**src/rtl/matrix_mult_core_if.sv**
```systemverilog
// Operand/result bundle between the matrix data loader and matrix_mult_core.
// The master (loader) drives the operands; the slave (core) returns the registered results.
interface matrix_mult_core_if #(
  parameter int DATA_W  = 8,
  parameter int ELEM_W  = 16,
  parameter int MAX_DIM = 2
);
  localparam int BUS_W = MAX_DIM * MAX_DIM * ELEM_W;

  logic [DATA_W-1:0] data_in;
  logic [DATA_W-1:0] data_q;
  logic [BUS_W-1:0]  mat_a;
  logic [BUS_W-1:0]  mat_b;
  logic [3:0]        R1;
  logic [3:0]        C1;
  logic [3:0]        R2;
  logic [3:0]        C2;
  logic              ready;
  logic [BUS_W-1:0]  res_mat;
  logic              res_valid;
  logic              dim_err;

  modport master (
    output data_in, mat_a, mat_b, R1, C1, R2, C2, ready,
    input  data_q, res_mat, res_valid, dim_err
  );

  modport slave (
    input  data_in, mat_a, mat_b, R1, C1, R2, C2, ready,
    output data_q, res_mat, res_valid, dim_err
  );
endinterface

```
**src/rtl/matrix_mult_core.sv**
```systemverilog
// Input byte register plus a registered small-matrix multiplier (up to MAX_DIM x MAX_DIM).
// The product is formed combinationally from the live operands and captured whenever ready is high.
module matrix_mult_core #(
  parameter int DATA_W  = 8,
  parameter int ELEM_W  = 16,
  parameter int MAX_DIM = 2
) (
  input  logic               CLK,
  input  logic               RST_N,
  matrix_mult_core_if.slave  bus
);
  localparam int NSLOT  = MAX_DIM * MAX_DIM;
  localparam int SLOT_W = (NSLOT > 1) ? $clog2(NSLOT) : 1;
  localparam int BUS_W  = NSLOT * ELEM_W;

  logic [ELEM_W-1:0] a_elem   [NSLOT];
  logic [ELEM_W-1:0] b_elem   [NSLOT];
  logic [ELEM_W-1:0] res_slot [NSLOT];
  logic [BUS_W-1:0]  res_pack;
  logic [ELEM_W-1:0] acc;
  logic              legal;

  logic [DATA_W-1:0] byte_q, byte_d;
  logic [BUS_W-1:0]  res_q, res_d;
  logic              valid_q, valid_d;
  logic              err_q, err_d;

  // Slot 0 lives in the most significant element of the packed bus.
  genvar gi;
  generate
    for (gi = 0; gi < NSLOT; gi++) begin : g_slot
      assign a_elem[gi] = bus.mat_a[(NSLOT-1-gi)*ELEM_W +: ELEM_W];
      assign b_elem[gi] = bus.mat_b[(NSLOT-1-gi)*ELEM_W +: ELEM_W];
      assign res_pack[(NSLOT-1-gi)*ELEM_W +: ELEM_W] = res_slot[gi];
    end
  endgenerate

  always_comb begin
    legal = (bus.R1 != 4'd0) && (bus.R1 <= 4'(MAX_DIM)) &&
            (bus.C1 != 4'd0) && (bus.C1 <= 4'(MAX_DIM)) &&
            (bus.R2 != 4'd0) && (bus.R2 <= 4'(MAX_DIM)) &&
            (bus.C2 != 4'd0) && (bus.C2 <= 4'(MAX_DIM)) &&
            (bus.C1 == bus.R2);
    acc = '0;
    for (int s = 0; s < NSLOT; s++) begin
      res_slot[s] = '0;
    end
    // Element indices depend on the runtime column counts; unused slots stay zero.
    if (legal) begin
      for (int i = 0; i < MAX_DIM; i++) begin
        for (int j = 0; j < MAX_DIM; j++) begin
          if (i < int'(bus.R1) && j < int'(bus.C2)) begin
            acc = '0;
            for (int k = 0; k < MAX_DIM; k++) begin
              if (k < int'(bus.C1)) begin
                acc = acc + a_elem[SLOT_W'(i*int'(bus.C1) + k)] *
                            b_elem[SLOT_W'(k*int'(bus.C2) + j)];
              end
            end
            res_slot[SLOT_W'(i*int'(bus.C2) + j)] = acc;
          end
        end
      end
    end
  end

  always_comb begin
    byte_d  = bus.data_in;
    res_d   = res_q;
    valid_d = valid_q;
    err_d   = err_q;
    if (bus.ready) begin
      res_d   = res_pack;
      valid_d = legal;
      err_d   = !legal;
    end
  end

  always_ff @(posedge CLK or negedge RST_N) begin
    if (!RST_N) begin
      byte_q  <= '0;
      res_q   <= '0;
      valid_q <= 1'b0;
      err_q   <= 1'b0;
    end else begin
      byte_q  <= byte_d;
      res_q   <= res_d;
      valid_q <= valid_d;
      err_q   <= err_d;
    end
  end

  assign bus.data_q    = byte_q;
  assign bus.res_mat   = res_q;
  assign bus.res_valid = valid_q;
  assign bus.dim_err   = err_q;
endmodule

```
**src/flat_wrapper.sv**
```systemverilog
// flat-port wrapper written by rule: the top's interface ports become plain ports
module matrix_mult_core_flat 
#(
  parameter int DATA_W  = 8,
  parameter int ELEM_W  = 16,
  parameter int MAX_DIM = 2
)
  (CLK, RST_N, bus_data_in, bus_mat_a, bus_mat_b, bus_R1, bus_C1, bus_R2, bus_C2, bus_ready, bus_data_q, bus_res_mat, bus_res_valid, bus_dim_err);
  matrix_mult_core_if #(.DATA_W(DATA_W), .ELEM_W(ELEM_W), .MAX_DIM(MAX_DIM)) bus_i ();
  input  logic CLK;
  input  logic RST_N;
  input wire logic [$bits(bus_i.data_in)-1:0] bus_data_in;
  input wire logic [$bits(bus_i.mat_a)-1:0] bus_mat_a;
  input wire logic [$bits(bus_i.mat_b)-1:0] bus_mat_b;
  input wire logic [$bits(bus_i.R1)-1:0] bus_R1;
  input wire logic [$bits(bus_i.C1)-1:0] bus_C1;
  input wire logic [$bits(bus_i.R2)-1:0] bus_R2;
  input wire logic [$bits(bus_i.C2)-1:0] bus_C2;
  input wire logic [$bits(bus_i.ready)-1:0] bus_ready;
  output wire logic [$bits(bus_i.data_q)-1:0] bus_data_q;
  output wire logic [$bits(bus_i.res_mat)-1:0] bus_res_mat;
  output wire logic [$bits(bus_i.res_valid)-1:0] bus_res_valid;
  output wire logic [$bits(bus_i.dim_err)-1:0] bus_dim_err;
  assign bus_i.data_in = bus_data_in;
  assign bus_i.mat_a = bus_mat_a;
  assign bus_i.mat_b = bus_mat_b;
  assign bus_i.R1 = bus_R1;
  assign bus_i.C1 = bus_C1;
  assign bus_i.R2 = bus_R2;
  assign bus_i.C2 = bus_C2;
  assign bus_i.ready = bus_ready;
  assign bus_data_q = bus_i.data_q;
  assign bus_res_mat = bus_i.res_mat;
  assign bus_res_valid = bus_i.res_valid;
  assign bus_dim_err = bus_i.dim_err;
  matrix_mult_core #(.DATA_W(DATA_W), .ELEM_W(ELEM_W), .MAX_DIM(MAX_DIM)) u_core (.CLK(CLK), .RST_N(RST_N), .bus(bus_i));
endmodule
```
**config.mk**
```make
export PLATFORM = sky130hd
export DESIGN_NAME = matrix_mult_core_flat
export DESIGN_NICKNAME = d
export VERILOG_FILES = /design/src/rtl/matrix_mult_core_if.sv /design/src/rtl/matrix_mult_core.sv /design/src/flat_wrapper.sv
export SDC_FILE = /design/constraint.sdc
export NUM_CORES = 2
export LEC_CHECK = 0
export BUFFER_PORTS_ARGS = -buffer_cell sky130_fd_sc_hd__clkbuf_2
export CAP_MARGIN = 30
export CORE_MARGIN = 8
export CORE_UTILIZATION = 55
export CTS_CLUSTER_DIAMETER = 30
export CTS_CLUSTER_SIZE = 16
export DETAILED_ROUTE_END_ITERATION = 7
export PLACE_DENSITY = 0.81
export SYNTH_ARGS = -nofsm -noshare
export SYNTH_HDL_FRONTEND = slang
export SYNTH_SLANG_ARGS = --single-unit
```
**constraint.sdc**
```tcl
create_clock -name CLK -period 0.8 [get_ports CLK]
set_input_delay 0.16 -clock CLK [delete_from_list [all_inputs] [get_ports CLK]]
set_output_delay 0.16 -clock CLK [all_outputs]
set_load 0.01 [all_outputs]
```
==> key figures <==
Worst setup path
  • Critical path's largest stage delay: 0.55 ns
  • CP Data Arrival Time: 9.58 ns
  • Startpoint types: primary input
  • WP data required: 1.05 ns
  • Buf/Inv on CP: 13
  • Critical-path top delay cell: fa_1
  • CP max FO: 13
  • Most used cell, CP: fa_1
  • CP delay by family, top: adder cells
  • Setup CP Type: primary input to flip-flop
  • Crit path capture type: flip-flop

Logic synthesis
  • Synthesis-stage register bit count: 74
  • Synth top area share: 35.54%
  • Leading area contributor after synthesis: fa_1
  • Largest cells by area after synthesis: fa_1 (36%), ha_1 (13%), inv_1 (10%)
  • Mapped cell area: 0.03921 mm2
  • Ys flop type: dfrtp_1
  • Yosys warns: 0
  • Register area share after synthesis: 4.723%
  • Post-Syn Instances: 4606
  • FFs w/ async S/R, synth: 100.0%
  • Post-synth EDFFs: 0
  • Synth unique cells: 60
  • Syn nets: ~5900
  • Syn_area_per_cell: 8.512 um2

Route
  • Drc violations: 0
  • Via Count: 37223
  • Wirelength per Cell: between 20 and 25 um
  • Antenna-violating nets left: 0
  • Final wirelength: 152800 um
  • 1st-iter DRT viols: between 3000 and 4000
  • Via density: 5.826
  • Drt pass-1 iters: 6

Outcome
  • Failing checks: negative setup slack
  • Status: finished with violations

Floorplanning
  • Chip Width: 283.0 um
  • Io pins: ~230
  • Die area: 0.08008 mm2
  • DIE HEIGHT: 283.0 um
  • Area of the core: 0.07100 mm2
  • Row count: 98
  • Initial core utilization: between 50 and 60%

Cells and area
  • Final nets: roughly 6700
  • Layout cells sized above 1: 26.25%
  • Area grow syn2layout: 27.29%
  • Commonest cells after routing, fill and taps aside: inv_1 (1035), buf_4 (735), nand2_1 (714)
  • Commonest non-fill, non-tap cell in the layout: inv_1
  • Fillers: 4929

GRT
  • Largest net degree at the start of global routing: 63
  • Initial antenna violation count: 9
  • Vias in the first global route: just under 40000
  • Grt ovf: 0
  • First-pass GRT wire length: 221700 um
  • Total GRT Usage: 35.53%

Timing
  • Worst hold slack: around 0.23 ns
  • Relative slew slack: 54.95%
  • Final number of setup-violating endpoints: 140
  • Worst-Margin Slew: approximately 0.67 ns
  • Fin. max-slew vios: 0
  • Worst setup margin: -8.529 ns
  • Final Hold Fails: 0
  • Fmax: 107.2 MHz
  • RSZ-0062 raised after global routing: yes
  • Fin crit period: 9.329 ns
  • Period utilisation layout: 1166%
  • Clock skew: 0 ns

Clock tree
  • Worst-path clk slew: 0.07 ns
  • Clock latency on the worst-skew pair: between 0.3 and 0.4 ns
  • CTS Buffer Depth: 2
  • CTS buffer count: 9
  • CTS tree: built
  • Clk sinks: between 70 and 80
  • Clock root cell: clkbuf_16
  • H-tree levels: 3

Place
  • Dpl hpwl: between 100000 and 150000 um
  • Gpl congestion: 1.027
  • Port-buffer cells: 228

Hold path
  • Worst min path class: primary input to async pin

Job
  • Max Cap Viol: 0
## per-stage QoR
| step | instances | setup TNS (ns) | util (%) | cell area [um2] | setup WS [ns] |
|---|---|---|---|---|---|
| 2_1_floorplan | 4606 | -379.45 | - | 40080 | -7.962 |
| 3_3_place_gp | 6269 | -428.94 | 66.40 | 47140 | -8.641 |
| 3_5_place_dp | 6269 | -438.12 | 66.40 | 47140 | -8.769 |
| 4_1_cts | 6329 | -421.34 | 68.40 | 48560 | -8.211 |
| 5_1_grt | 6382 | -449.00 | 70.27 | 49890 | -8.798 |
| 6_report | 6389 | -437.43 | 70.29 | 49900 | -8.529 |
## cells in the mapped netlist (8+ instances only)
library cell and instances:
buf_1 8, a221oi_1 11, ha_1 411, nand2_1 736
and2_1 466, o2bb2ai_1 61, a31oi_1 15, nand2b_1 19
o21a_1 9, o21bai_1 21, o21ai_0 65, clkbuf_1 216
o22a_1 12, o22ai_1 8, fa_1 696, dfrtp_1 74
a21oi_1 72, mux4_2 62, xnor2_1 252, or3_1 11
xor2_1 57, nand3_1 22, a211oi_1 11, nor2_1 73
a21o_1 18, a22oi_1 25, nor3_1 18, and3_1 14
inv_1 1064
## final timing paths
| path | endpoint | startpoint | slack, ns | cells past startpoint |
|---|---|---|---|---|
| setup / recovery | u_core.bus.res_mat[31] | bus_C1[0] | -8.53 | 41 |
| hold / removal | u_core.bus.res_mat[13] | RST_N | 0.23 | 2 |
| setup reg to reg | u_core.bus.res_mat[62] | u_core.bus.res_mat[62] | -0.35 | 5 |
| hold reg to reg | u_core.bus.res_mat[27] | u_core.bus.res_mat[27] | 0.49 | 1 |
| max in group asynchronous | u_core.bus.res_mat[41] | RST_N | 0.15 | 3 |
| min in group CLK | u_core.bus.res_mat[63] | bus_ready | 0.23 | 3 |
## cell type report
| type | count | area (um2) | area share [%] |
|---|---|---|---|
| multi-input cells | 3225 | 34300 | 68.72 |
| diodes | 7 | 17.52 | 0.03510 |
| clock buffers | 9 | 225.2 | 0.4513 |
| flip-flops and latches | 74 | 1852 | 3.711 |
| well taps | 950 | 1189 | 2.382 |
| clock inverters | 7 | 83.83 | 0.1680 |
| repair buffers | 1052 | 8242 | 16.51 |
| inverters | 1065 | 4000 | 8.016 |
## state kept, by name (all words and copies together) (netlist names)
register	cells
u_core.bus.res_mat	64
u_core.bus.data_q	8
u_core.bus.dim_err	1
u_core.bus.res_valid	1
## layer usage
metal	vias up	wire length, um	GRT usage (%)
li1	15486	-	-
met1	18247	52410	43.47
met5	-	46	0
met4	6	13850	22.19
met2	2657	68090	56.39
met3	827	18380	8.541
## kinds of logic (layout without fill, tap and decap cells)
kind of cell	after synthesis	count (layout)	synth area share [%]
adders and majority gates	1107	1107	48.65
DFF	74	74	4.723
muxes	74	76	3.960
other	0	7	0
AOI/OAI and AO/OA	358	358	6.274
xor gates and xnor gates	311	311	6.986
buffers and inverters	1309	2133	12.77
and+or+nand+nor	1373	1373	16.63
## what timing repair did
item / in CTS / in global routing
pin swaps: 95 / 81
endpoints found under the setup margin: 140 / 140
buffers inserted: 32 / 52
hold endpoints to repair: 82 / 0
hold buffers: 9 / 0
resized for setup: 156 / 191
gates cloned: 3 / 2
Power is left out: the tool's default activity adds up to more than one toggle a clock period on the data nets, which glitch-free logic cannot reach.
